## src/rtl/booth_mult_arbiter.sv

```systemverilog
// Round-robin arbiter that time-shares one free-running booth_mult among N_REQ
// requesters and returns each product tagged with its requester ID.
module booth_mult_arbiter #(
  parameter int D_IN      = 8,
  parameter int N_REQ     = 4,
  parameter int ID_W      = 2,
  parameter int SKIP_DONE = 1
) (
  input  logic                   clk,
  input  logic                   rst_n,
  input  logic [N_REQ-1:0]       req_valid,
  input  logic [N_REQ*D_IN-1:0]  req_a,
  input  logic [N_REQ*D_IN-1:0]  req_b,
  output logic [N_REQ-1:0]       req_ready,
  output logic                   rsp_valid,
  input  logic                   rsp_ready,
  output logic [ID_W-1:0]        rsp_id,
  output logic [2*D_IN-1:0]      rsp_m,
  output logic [D_IN-1:0]        mul_a,
  output logic [D_IN-1:0]        mul_b,
  input  logic                   mul_done,
  input  logic [2*D_IN-1:0]      mul_m,
  output logic                   busy
);

  typedef enum logic [1:0] {
    IDLE = 2'd0,
    SKIP = 2'd1,
    WAIT = 2'd2,
    RESP = 2'd3
  } state_t;

  state_t              state_q;
  logic [ID_W-1:0]     last_q;
  logic [ID_W-1:0]     rsp_id_q;
  logic [2*D_IN-1:0]   rsp_m_q;
  logic                rsp_valid_q;
  logic [D_IN-1:0]     mul_a_q;
  logic [D_IN-1:0]     mul_b_q;
  logic                busy_q;

  logic                win_found;
  logic [ID_W-1:0]     win_idx;
  logic [D_IN-1:0]     win_a;
  logic [D_IN-1:0]     win_b;
  logic [N_REQ-1:0]    grant;

  // Scan starting just after the last winner; the first valid requester wins.
  always_comb begin
    win_found = 1'b0;
    win_idx   = '0;
    for (int unsigned k = 1; k <= N_REQ; k++) begin : scan
      int unsigned idx;
      idx = (32'(last_q) + k) % N_REQ;
      if (!win_found && req_valid[idx]) begin
        win_found = 1'b1;
        win_idx   = ID_W'(idx);
      end
    end
  end

  always_comb begin
    grant          = '0;
    grant[win_idx] = 1'b1;
    win_a          = req_a[32'(win_idx)*D_IN +: D_IN];
    win_b          = req_b[32'(win_idx)*D_IN +: D_IN];
  end

  assign req_ready = (state_q == IDLE && win_found) ? grant : '0;

  always_ff @(posedge clk or negedge rst_n) begin
    if (!rst_n) begin
      state_q     <= IDLE;
      last_q      <= ID_W'(N_REQ - 1);
      rsp_id_q    <= '0;
      rsp_m_q     <= '0;
      rsp_valid_q <= 1'b0;
      mul_a_q     <= '0;
      mul_b_q     <= '0;
      busy_q      <= 1'b0;
    end else begin
      case (state_q)
        IDLE: begin
          if (win_found) begin
            last_q   <= win_idx;
            rsp_id_q <= win_idx;
            mul_a_q  <= win_a;
            mul_b_q  <= win_b;
            busy_q   <= 1'b1;
            state_q  <= (SKIP_DONE != 0) ? SKIP : WAIT;
          end
        end
        // The first pulse after a load may come from a computation on the
        // previous operands, so its product is dropped.
        SKIP: begin
          if (mul_done) state_q <= WAIT;
        end
        WAIT: begin
          if (mul_done) begin
            rsp_m_q     <= mul_m;
            rsp_valid_q <= 1'b1;
            state_q     <= RESP;
          end
        end
        RESP: begin
          if (rsp_ready) begin
            rsp_valid_q <= 1'b0;
            busy_q      <= 1'b0;
            state_q     <= IDLE;
          end
        end
        default: begin
          state_q <= IDLE;
          busy_q  <= 1'b0;
        end
      endcase
    end
  end

  assign rsp_valid = rsp_valid_q;
  assign rsp_id    = rsp_id_q;
  assign rsp_m     = rsp_m_q;
  assign mul_a     = mul_a_q;
  assign mul_b     = mul_b_q;
  assign busy      = busy_q;

endmodule
```

## config.mk

```make
export PLATFORM = sky130hd
export DESIGN_NAME = booth_mult_arbiter
export DESIGN_NICKNAME = d
export VERILOG_FILES = /design/src/rtl/booth_mult_arbiter.sv
export SDC_FILE = /design/constraint.sdc
export NUM_CORES = 1
export LEC_CHECK = 0
export BUFFER_PORTS_ARGS = -buffer_cell sky130_fd_sc_hd__buf_2
export CORE_ASPECT_RATIO = 1.25
export CORE_MARGIN = 2
export CORE_UTILIZATION = 48
export DETAILED_ROUTE_END_ITERATION = 10
export PLACE_DENSITY_LB_ADDON = 0.1
export SLEW_MARGIN = 20
export SYNTH_ARGS = -nofsm -noshare
export SYNTH_HDL_FRONTEND = slang
export SYNTH_SLANG_ARGS = --single-unit
export TNS_END_PERCENT = 5
```

## constraint.sdc

```tcl
create_clock -name clk -period 3.3 [get_ports clk]
set_clock_uncertainty 0.1 [all_clocks]
set_input_delay 0.66 -clock clk [delete_from_list [all_inputs] [get_ports clk]]
set_output_delay 0.66 -clock clk [all_outputs]
set_load 0.03 [all_outputs]
```

Yosys cells after proc, flatten, opt, wreduce, memory -nomap -nowiden
Index checks and enable logic that the tools add are counted.
- word-level logic and storage cells: 72
- output and inout bits: 40
- bits of input ports: 88
- flip-flop bits (word level): 40
- order comparisons: 6
- $add $sub $neg: 4
- muxes and demuxes: 29
- shift operators: 2
- reduce and logical (&&, ||, !) cells: 16
- equality and inequality tests: 7
- operator list (kind ; number):
    $shiftx 32x6->8 ; 2
    $mux 2 ; 8
    $lt 2x3->1 const B ; 5
    $mux 1 ; 12
    $bmux 1 s2 ; 4
    $ne 2x2->1 const B ; 4
    $pmux 2 s4 ; 1
    $reduce_and 3->1 ; 2
    $logic_and 1x1->1 ; 5
    $add 2x1->2 const B ; 2
    $add 2x2->2 const B ; 2
    $eq 2x2->1 const B ; 2
    $mux 4 ; 1
    $pmux 1 s2 ; 2
    $reduce_and 2->1 ; 2
    $reduce_and 4->1 ; 1
    $reduce_bool 2->1 ; 2
    $logic_not 1->1 ; 3
    $demux 1 s2 ; 1
    $eq 2x1->1 const B ; 1
    $ge 2x1->1 const B ; 1
    $logic_not 2->1 ; 1

Logic depth before layout (Yosys ltp)
- depth in word-level cells: 18
- gate-level depth with buffers: 7
- depth with buffers taken out: 7

Least setup slack after synthesis
Ideal clock, no wire load.
- path kind: in2out
- from: in req_valid[1]
- to: out req_ready[0]
- cell stages on the path: 5
- buffers on the path: 1
- required time: 2.540 ns
- data arrival time: 1.822 ns
- path slack: 0.718 ns
- cells stage by stage: nand2b_1 -> o22a_1 -> a21oi_2 -> buf_2 -> nor2b_1
- word-level cells in the longest chain between the ends: 17
- elaborated cells between the ends (all ways): 29
- classes of those cells: order compare: 2; mux: 19; reduce/logical: 8
- RTL lines (element ; RTL line ; source):
    start, declared ; 11 ; input logic [N_REQ-1:0] req_valid,
    $bmux 1 s2 ; 55 ; if (!win_found && req_valid[idx]) begin
    $mux 1 (implied by the code) ; 55 ;
    $mux 1 ; 55 ;
    $logic_not 1->1 ; 55 ;
    $logic_and 1x1->1 ; 55 ;
    $mux 1 ; 55 ;
    $logic_not 1->1 ; 55 ;
    $logic_and 1x1->1 ; 55 ;
    $mux 1 ; 55 ;
    $logic_not 1->1 ; 55 ;
    $logic_and 1x1->1 ; 55 ;
    $mux 2 ; 55 ;
    $lt 2x3->1 (implied by the code) / $ge 2x1->1 (equally long branches) ; 64 ; grant[win_idx] = 1'b1;
    $logic_and 1x1->1 (implied by the code) ; 64 ;
    $mux 1 (implied by the code) ; 64 ;
    $demux 1 s2 ; 64 ;
    $mux 4 * ; 69 ; assign req_ready = (state_q == IDLE && win_found) ? grant : '0;
    end, declared ; 14 ; output logic [N_REQ-1:0] req_ready,
Mark *: on every way between the ends. The rest lies on a longest branch, timed or not. The select of a mux whose other input is x is not followed.

Worst setup path after layout
- from: reg state_q[0]
- to: out req_ready[0]
- word-level cells in the longest chain between the ends: 3
- RTL lines (element ; RTL line ; source):
    start, declared ; 33 ; state_t state_q;
    start signal, assigned ; 90 ; state_q <= (SKIP_DONE != 0) ? SKIP : WAIT;
    $logic_not 2->1 ; 69 ;
    $logic_and 1x1->1 ; 69 ;
    $mux 4 ; 69 ;
Every way passes these cells.

==> flow_summary.ini <==
[outcome]
status = finished clean

[placement]
dp_cells = 414
dp_hpwl_um = 4236
routabilityCongestion = 0.7598
io_buffer_count = 127

[yosys]
syn_avg_cell_area_um2 = 9.909
synth_fp_nets = 329
synth_cell_type_count = 31
synth-edff-count = 0
synth-seq-cells = 40
netlist_instances = 237
yosysWarnings = 0
ys_top_cells_by_area = dfrtp_1, mux2_2, mux2i_1
yosysTopAreaCell = dfrtp_1
synth_top_cell_area_share_pct = 40.49
yosysSeqAreaShare_pct = 42.73
syn_area_um2 = 2349
async_flop_share_pct = 100.0
synth_ff_type = dfrtp_1

[layout]
seq_area_um2 = 1003
syn_to_final_growth_pct = 33.67
layout_commonest_cell = buf_2
num_antenna_cells = 0
fillerInstances = 428
mostFrequentLayoutCells = buf_2, dfrtp_1, nand2_1
drive_gt1_share_pct = 47.51
multiInputGateArea_um2 = 1186
final_nets = 453
finalNonFillerCells = 422

[routing]
num_vias = 2223
post_drt_wl_per_cell_um = 13.60
wl_um = 5739
drc = 0
antenna_left = 0
drt-initial-drc-count = 69
dr.pass1.iters = 4
viasPerCell = 5.268

[sta]
rsz0062_at_grt = no
slew_viol_final = 0
slew_headroom_pct = 40.63
hold_violations = 0
post-route-period-util_pct = 90.47
tns_ns = 0
fin_crit_ns = 2.985
setup_viol = 0
worst_pin_slew_ns = 0.8906
fmax_mhz = 335.0

[cts]
clock_sinks = 40
path_clk_slew_ns = 0.08
cts_tree = done
postCtsHoldBufs = 0
htreeDepth = 2
clockBufferDepth = 2
post_cts_resize_count = 0
numCtsBuffers = 5
postCtsSetupBuffers = 0
insertion_delay_ns = 0.29
ctsRootBufferMaster = clkbuf_8

[worst_setup_path]
r2r_start = state_q[0]
cp.required_ns = 2.54
cp_slowest_stage_delay_ns = 0.53
path_cells = inv_1 > ha_1 > nand2b_1 > a21oi_2 > nor2b_1 > buf_2
reg2reg_to = mul_b[1]
crit_start = state_q[0]
path_max_fanout = 17
slowest_stage = a21oi_2
ff2ff_setup_slack_ns = 1.26
worstPathBufferInverterCount = 2
cp.arrival_ns = 2.23
reg2reg_depth = 6
start_kind = flop
crit_path_end_kind = output pin
cp_top_family = compound AO/OA/AOI/OAI gates
critPathKind = reg2out

[pwr]
vdd_drop_max_mv = 0.4160
cellPowerDensity_nw_per_um2 = 957.3
p_leak_nw = 1.659

[global_routing]
overflow = 0
grt_pass1_vias = 2084
grt_max_degree = 41
antenna_found_initial = 0
grt_pass1_wl_um = 9377
track_usage_pct = 22.05

[floorplanning]
pin_count = 128
num_rows = 28
initial_core_util_pct = 49.66
die_h_um = 82.21
die_w_um = 66.57
dieArea_um2 = 5472
fp.coreArea_um2 = 4730

[min_path]
hold_path.class = in2async

[flow_run]
maxCapViolations = 0
power by group:
group | leakage [nW] | internal (mW) | switching, mW
Clock | 0.0541 | 0.224 | 0.178
Sequential | 0.478 | 0.746 | 0.121
Combinational | 1.13 | 0.639 | 1.10
Total | 1.66 | 1.61 | 1.40
synthesized netlist by cell type, types with 2 or more instances:
cell and number:
a21oi_1 2, a22o_1 3, a31oi_1 16, and4_1 16, buf_2 7, buf_6 2, clkbuf_1 8, dfrtp_1 38
dfstp_2 2, ha_1 4, inv_1 20, mux2_2 16, mux2i_1 16, nand2_1 27, nand2b_1 5, nor2_1 3
nor2b_1 2, o211ai_1 10, o211ai_2 7, o21ai_0 9, o21ai_1 14
layer usage:
| metal | track usage (%) | vias to the layer above | part of all wire [%] |
|---|---|---|---|
| met3 | 5.285 | 10 | 7.1 |
| met1 | 26.35 | 1023 | 41 |
| met5 | 0 | - | 0 |
| met2 | 38.90 | 84 | 50 |
| li1 | - | 1106 | - |
| met4 | 7.143 | 0 | 1.8 |
logic make-up after synthesis:
logic type	synth area share, %
AO/OA/AOI/OAI	19.39
AND/OR/NAND/NOR	14.33
flip-flops	42.73
buffers and inverters	6.926
multiplexers	14.49
adder cells (fa/ha/maj)	2.131
flip-flops by register name (all words and copies together) (netlist names):
| register | flops |
|---|---|
| state_q | 2 |
| last_q | 2 |
| mul_b | 8 |
| rsp_valid | 1 |
| mul_a | 8 |
| rsp_id | 2 |
| busy | 1 |
| rsp_m | 16 |
worst reg2reg max path: stages, from the launching register on:
cell      delay [ns]
dfrtp_1         0.41
inv_1           0.12
ha_1            0.30
nand2b_1        0.16
a21oi_2         0.53
o21ai_0         0.21
o211ai_1        0.14
worst max path at each step:
stage | slack, ns | cells after the start | to
after global routing | 0.05 | 6 | req_ready[0]
after CTS | 0.30 | 6 | req_ready[0]
after global placement | 0.48 | 6 | req_ready[3]
final | 0.31 | 6 | req_ready[0]
after floorplan | 0.72 | 5 | req_ready[0]
after detailed placement | 0.46 | 6 | req_ready[3]
layout make-up:
type	instances	share of cell area [%]
Clock buffer	5	2.192
Clock inverter	3	1.355
Inverter	20	2.391
Timing Repair Buffer	134	21.92
Sequential cell	40	31.96
Tap cell	60	2.391
Multi-Input combinational cell	160	37.78
metrics by stage:
| stage | setup WS (ns) | area [um2] | hold WS [ns] | utilization, % | power [mW] |
|---|---|---|---|---|---|
| floorplan | 0.7177 | 2349 | 0.2644 | - | 2.161 |
| global placement | 0.4757 | 3028 | 0.3557 | 64.02 | 2.596 |
| detailed placement | 0.4586 | 3028 | 0.3591 | 64.02 | 2.632 |
| CTS | 0.3047 | 3139 | 0.3795 | 66.38 | 3.039 |
| global route | 0.05393 | 3139 | 0.4053 | 66.38 | 3.235 |
| finish | 0.3146 | 3139 | 0.3750 | 66.38 | 3.005 |
No activity file was read; power rests on OpenSTA's default activity.
